### config.mk
export PLATFORM = sky130hd
export DESIGN_NAME = ant_nav_ctrl
export DESIGN_NICKNAME = d
export VERILOG_FILES = /design/src/rtl/ant_nav_ctrl.sv
export SDC_FILE = /design/constraint.sdc
export NUM_CORES = 1
export LEC_CHECK = 0
export ABC_CLOCK_PERIOD_IN_PS = 2000
export BUFFER_PORTS_ARGS = -buffer_cell sky130_fd_sc_hd__buf_2
export CAP_MARGIN = 15
export CORE_MARGIN = 2
export CORE_UTILIZATION = 45
export DETAILED_ROUTE_END_ITERATION = 8
export PLACE_DENSITY_LB_ADDON = 0.25
export SETUP_SLACK_MARGIN = 0.05
export SLEW_MARGIN = 40
export SYNTH_ARGS = -nofsm -noshare
export SYNTH_HDL_FRONTEND = slang
export SYNTH_SLANG_ARGS = --single-unit
export TNS_END_PERCENT = 20
### constraint.sdc
create_clock -name clk -period 2 [get_ports clk]
set_input_delay 0.4 -clock clk [delete_from_list [all_inputs] [get_ports clk]]
set_output_delay 0.4 -clock clk [all_outputs]
set_load 0.005 [all_outputs]
### src/rtl/ant_nav_ctrl.sv
// rtl/ant_nav_ctrl.sv - right-hand wall-following navigation controller for one maze ant
module ant_nav_ctrl #(
  parameter int START_HALTS = 2,
  parameter int MAX_TURNS   = 4,
  parameter int PH_W        = 2,
  parameter int STEP_W      = 10
) (
  input  logic              clk,
  input  logic              rst_n,
  input  logic              go,
  input  logic              ant_r,
  input  logic              ant_l,
  input  logic              hit,
  input  logic              escape,
  input  logic [PH_W-1:0]   ph_detected,
  output logic [1:0]        move,
  output logic [PH_W-1:0]   ph_drop,
  output logic [STEP_W-1:0] steps,
  output logic              done,
  output logic              stuck
);

  localparam logic [1:0] HALT    = 2'b00;
  localparam logic [1:0] RIGHT   = 2'b01;
  localparam logic [1:0] LEFT    = 2'b10;
  localparam logic [1:0] FORWARD = 2'b11;

  localparam int SC_W = $clog2(START_HALTS + 1);
  localparam int TC_W = $clog2(MAX_TURNS + 1);

  typedef enum logic [2:0] {
    S_START,
    S_SEEK,
    S_FOLLOW,
    S_POST_R,
    S_DONE,
    S_STUCK
  } state_t;

  state_t            state_q, state_d, want_state;
  logic [SC_W-1:0]   start_q, start_d;
  logic [TC_W-1:0]   turn_q, turn_d;
  logic [1:0]        want, move_d;
  logic              want_valid;
  logic [PH_W-1:0]   ph_drop_d;

  // The left feeler is reported by the environment but plays no part in the right-hand rule.
  logic unused_ant_l;
  assign unused_ant_l = ant_l;

  // Pick the wall-following move, then veto it into STUCK on the turn limit or a saturated cell.
  always_comb begin
    state_d    = state_q;
    start_d    = start_q;
    turn_d     = turn_q;
    move_d     = HALT;
    ph_drop_d  = '0;
    want       = HALT;
    want_state = state_q;
    want_valid = 1'b0;
    if (go) begin
      case (state_q)
        S_START: begin
          if (start_q == SC_W'(START_HALTS - 1)) begin
            state_d = S_SEEK;
            start_d = '0;
          end else begin
            start_d = start_q + SC_W'(1);
          end
        end
        S_SEEK: begin
          if (escape) begin
            state_d = S_DONE;
          end else begin
            want_valid = 1'b1;
            if (hit) begin
              want       = LEFT;
              want_state = S_FOLLOW;
            end else if (ant_r) begin
              want       = FORWARD;
              want_state = S_FOLLOW;
            end else begin
              want       = FORWARD;
            end
          end
        end
        S_FOLLOW: begin
          if (escape) begin
            state_d = S_DONE;
          end else begin
            want_valid = 1'b1;
            if (hit) begin
              want = LEFT;
            end else if (!ant_r) begin
              want       = RIGHT;
              want_state = S_POST_R;
            end else begin
              want = FORWARD;
            end
          end
        end
        S_POST_R: begin
          if (escape) begin
            state_d = S_DONE;
          end else begin
            want_valid = 1'b1;
            want_state = S_FOLLOW;
            want       = hit ? LEFT : FORWARD;
          end
        end
        default: ;
      endcase

      if (want_valid) begin
        if (want == FORWARD) begin
          if (ph_detected == '1) begin
            state_d = S_STUCK;
          end else begin
            move_d    = FORWARD;
            ph_drop_d = ph_detected + PH_W'(1);
            turn_d    = '0;
            state_d   = want_state;
          end
        end else begin
          if (turn_q == TC_W'(MAX_TURNS - 1)) begin
            state_d = S_STUCK;
          end else begin
            move_d  = want;
            turn_d  = turn_q + TC_W'(1);
            state_d = want_state;
          end
        end
      end
    end
  end

  // Register state, counters and every output so the move is stable for a whole cycle.
  always_ff @(posedge clk or negedge rst_n) begin
    if (!rst_n) begin
      state_q <= S_START;
      start_q <= '0;
      turn_q  <= '0;
      move    <= HALT;
      ph_drop <= '0;
      steps   <= '0;
      done    <= 1'b0;
      stuck   <= 1'b0;
    end else begin
      state_q <= state_d;
      start_q <= start_d;
      turn_q  <= turn_d;
      move    <= move_d;
      ph_drop <= ph_drop_d;
      if (move_d == FORWARD && steps != '1) begin
        steps <= steps + STEP_W'(1);
      end
      done    <= (state_d == S_DONE);
      stuck   <= (state_d == S_STUCK);
    end
  end

endmodule

==> flow_metrics.py <==
metrics = {
    "route": {
        "drc": 0,
        "viasPerCell": 5.50,
        "dr.pass1.iters": 4,
        "vias": 968,
        "ant_nets": 0,
        "wire_per_inst_um": 14.1,
        "routed_wl_um": 2480,
        "drt_iter0_drc": 26,
    },
    "die": {
        "rows": 19,
        "num_io_pins": 25,
        "start_util_pct": 46.4,
        "coreArea_sq_mm": 0.00271,
        "dieArea_sq_mm": 0.00323,
        "die_w_um": 56.9,
        "die_y_um": 56.9,
    },
    "yosys": {
        "synth_most_common_cell": "dfrtp_1",
        "synth.distinct_cells": 38,
        "ys_top_cells_by_count": "dfrtp_1 (24), nand2_1 (10), nor2_1 (9)",
        "synth-seq-cells": 24,
        "synth.avg_cell_area_sq_um": 10.7,
        "syn_inst": 117,
        "syn-cell-area_sq_mm": 0.00126,
        "yosysTopAreaCell": "dfrtp_1",
        "async_reset_ff_share_pct": 100,
        "synth_seq_area_share_pct": 47.8,
        "synth_edf_count": 0,
        "synthTopCellsByArea": "dfrtp_1 (48%), xnor2_1 (5.6%), ha_1 (4.0%)",
        "synthesis.nets": 130,
        "synth_top_cell_area_share_pct": 47.8,
        "yosys_warnings": 0,
        "synth_flop_cell": "dfrtp_1",
    },
    "worst_setup_path": {
        "max_stage_delay_ns": 0.43,
        "r2r_cells": 7,
        "endpoint_kind": "flip-flop",
        "cp.required_ns": 2.20,
        "crit_chain": "ha_2 > ha_4 > nand2_1 > o211ai_1 > a311oi_4 > and2_4 > mux2_4",
        "path_delay_family": "flip-flops",
        "critical_path_buf_inv_count": 0,
        "slowest_stage": "dfrtp_1",
        "worst_ep_arrival_time_ns": 2.08,
        "crit_cells": 7,
        "setup.worst_path.start_class": "flip-flop",
        "worstPathMaxFanout": 5,
        "critPathKind": "flip-flop to flip-flop",
    },
    "sta": {
        "fmax_ghz": 0.533,
        "drv_slew": 0,
        "period_minus_slack_ns": 1.88,
        "hold_violations": 0,
        "slew-limit-headroom_pct": 65.5,
        "layout_setup_ws_ns": 0.125,
        "rsz0062_at_grt": "true",
        "period_share_pct": 93.8,
        "setup_viol": 0,
        "skew_ns": 0.00737,
        "worst_pin_slew_ns": 0.518,
        "fin_setup_tns_ns": 0,
    },
    "place": {
        "hpwlAfterDp_um": 1920,
        "place_congestion": 0.787,
        "io_buffers": 23,
        "place_ws_ns": 0.109,
        "dp.cells": 173,
    },
    "clock_tree": {
        "clkSinkCount": 24,
        "clk_latency_ns": 0.30,
        "cts_tree": "yes",
        "clkTransAtPathRegs_ns": 0.12,
        "hold_buffers": 0,
        "cts_root_buf": "clkbuf_4",
        "cts_setup_buffers": 0,
        "cts_made_buffers": 3,
        "htreeDepth": 1,
        "clk_path_buf_depth": 2,
    },
    "global_routing": {
        "grt_max_degree": 25,
        "grt_pass1_wl_um": 4260,
        "antenna_found_initial": 0,
        "grt-ovfl-total": 0,
        "grt_use_total_pct": 17.2,
        "grt_pass1_vias": 959,
    },
    "cells_and_area": {
        "nFillCells": 262,
        "fin_nets": 160,
        "antennaDiodeCount": 0,
        "area_growth_pct": 16.7,
        "fin_cells": 176,
        "drive_gt1_share_pct": 31.0,
    },
    "run_status": {
        "status": "completed",
    },
    "pwr": {
        "power.density_mw_per_mm2": 865,
        "ir_worst_vdd_mv": 0.635,
        "p_leak_nw": 0.676,
        "power.total_mw": 1.27,
    },
    "min_path": {
        "hold_class": "input port to asynchronous set/reset pin",
    },
    "run": {
        "cap_violations": 0,
    },
}
## final cells by class
type,instances,area (sq um),share of cell area (%)
tap,31,38.8,2.64
inverter,6,22.5,1.53
sequential,24,601,40.9
clock buffer,3,22.5,1.53
multi-input combinational,85,634,43.2
timing repair buffer,27,149,10.1
## report_power, final
group          switching (mW)  internal (mW)  leakage [nW]
Sequential             0.0772          0.561         0.324
Clock                   0.128         0.0702        0.0138
Combinational           0.240          0.194         0.338
## metrics by stage
step                hold WS (ns)  area, sq um  util, %
finish                    0.0508         1470     54.2
global route              0.0843         1470     54.2
CTS                       0.0693         1460     53.7
detailed placement         0.412         1430     52.9
global placement           0.399         1430     52.9
floorplan                  0.104         1270        -
## state kept, by name, indices dropped and copies added (netlist names)
name / count
steps: 10
state_q: 3
turn_q: 3
move: 2
ph_drop: 2
start_q: 2
done: 1
stuck: 1
## worst register-to-register path: stages, from the launching register on
cell and delay (ns):
dfrtp_1 0.43, ha_2 0.20, ha_4 0.18, nand2_1 0.06, o211ai_1 0.14, a311oi_4 0.27, and2_4 0.21, mux2_4 0.29
## per-layer routing
metal	routed length [um]	GRT usage [%]	up-vias
met3	121	2.30	4
met5	0	0	-
li1	-	-	475
met1	1060	22.2	461
met2	1270	30.1	28
met4	27	4.98	0
## cell usage in the layout (no fill, tap or decap), drive strengths merged, types with 2 or more instances in the layout
| cell type | count |
|---|---|
| buf | 27 |
| dfrtp | 24 |
| nand2 | 10 |
| nor2 | 9 |
| xnor2 | 8 |
| o21ai | 8 |
| inv | 6 |
| nand4 | 6 |
| ha | 4 |
| a21oi | 3 |
| nor3 | 3 |
| nand2b | 3 |
| nand3 | 3 |
| clkbuf | 3 |
| and2 | 3 |
| or3 | 3 |
| nor4b | 2 |
| and3 | 2 |
| xor2 | 2 |
| a31oi | 2 |
| a211oi | 2 |
## kinds of logic after synthesis
logic type               count (synthesis)  share of synthesized area (%)
AO/OA/AOI/OAI                           24                           16.6
flip-flops                              24                           47.8
AND/OR/NAND/NOR                         46                           19.9
adder cells (fa/ha/maj)                  4                           3.98
multiplexers                             1                           1.19
XOR/XNOR                                10                           6.97
buffers and inverters                    8                           3.58
## worst paths after layout
| kind | startpoint | end | slack, ns |
|---|---|---|---|
| max | turn_q[0]$_DFFE_PN0P_ | steps[1]$_DFFE_PN0P_ | 0.12 |
| min | rst_n | ph_drop[1]$_DFF_PN0_ | 0.05 |
| max reg2reg | turn_q[0]$_DFFE_PN0P_ | steps[1]$_DFFE_PN0P_ | 0.12 |
| min reg2reg | start_q[0]$_DFFE_PN0P_ | start_q[0]$_DFFE_PN0P_ | 0.49 |
| max in group asynchronous | rst_n | move[1]$_DFF_PN0_ | 1.60 |
| min in group clk | ph_detected[0] | ph_drop[0]$_DFF_PN0_ | 0.26 |
## timing repair
item | CTS | global route
endpoints found under the hold margin | 0 | 0
endpoints found under the setup margin | 0 | 6
resized for setup | 0 | 2
(Power assumes the default switching activity.)
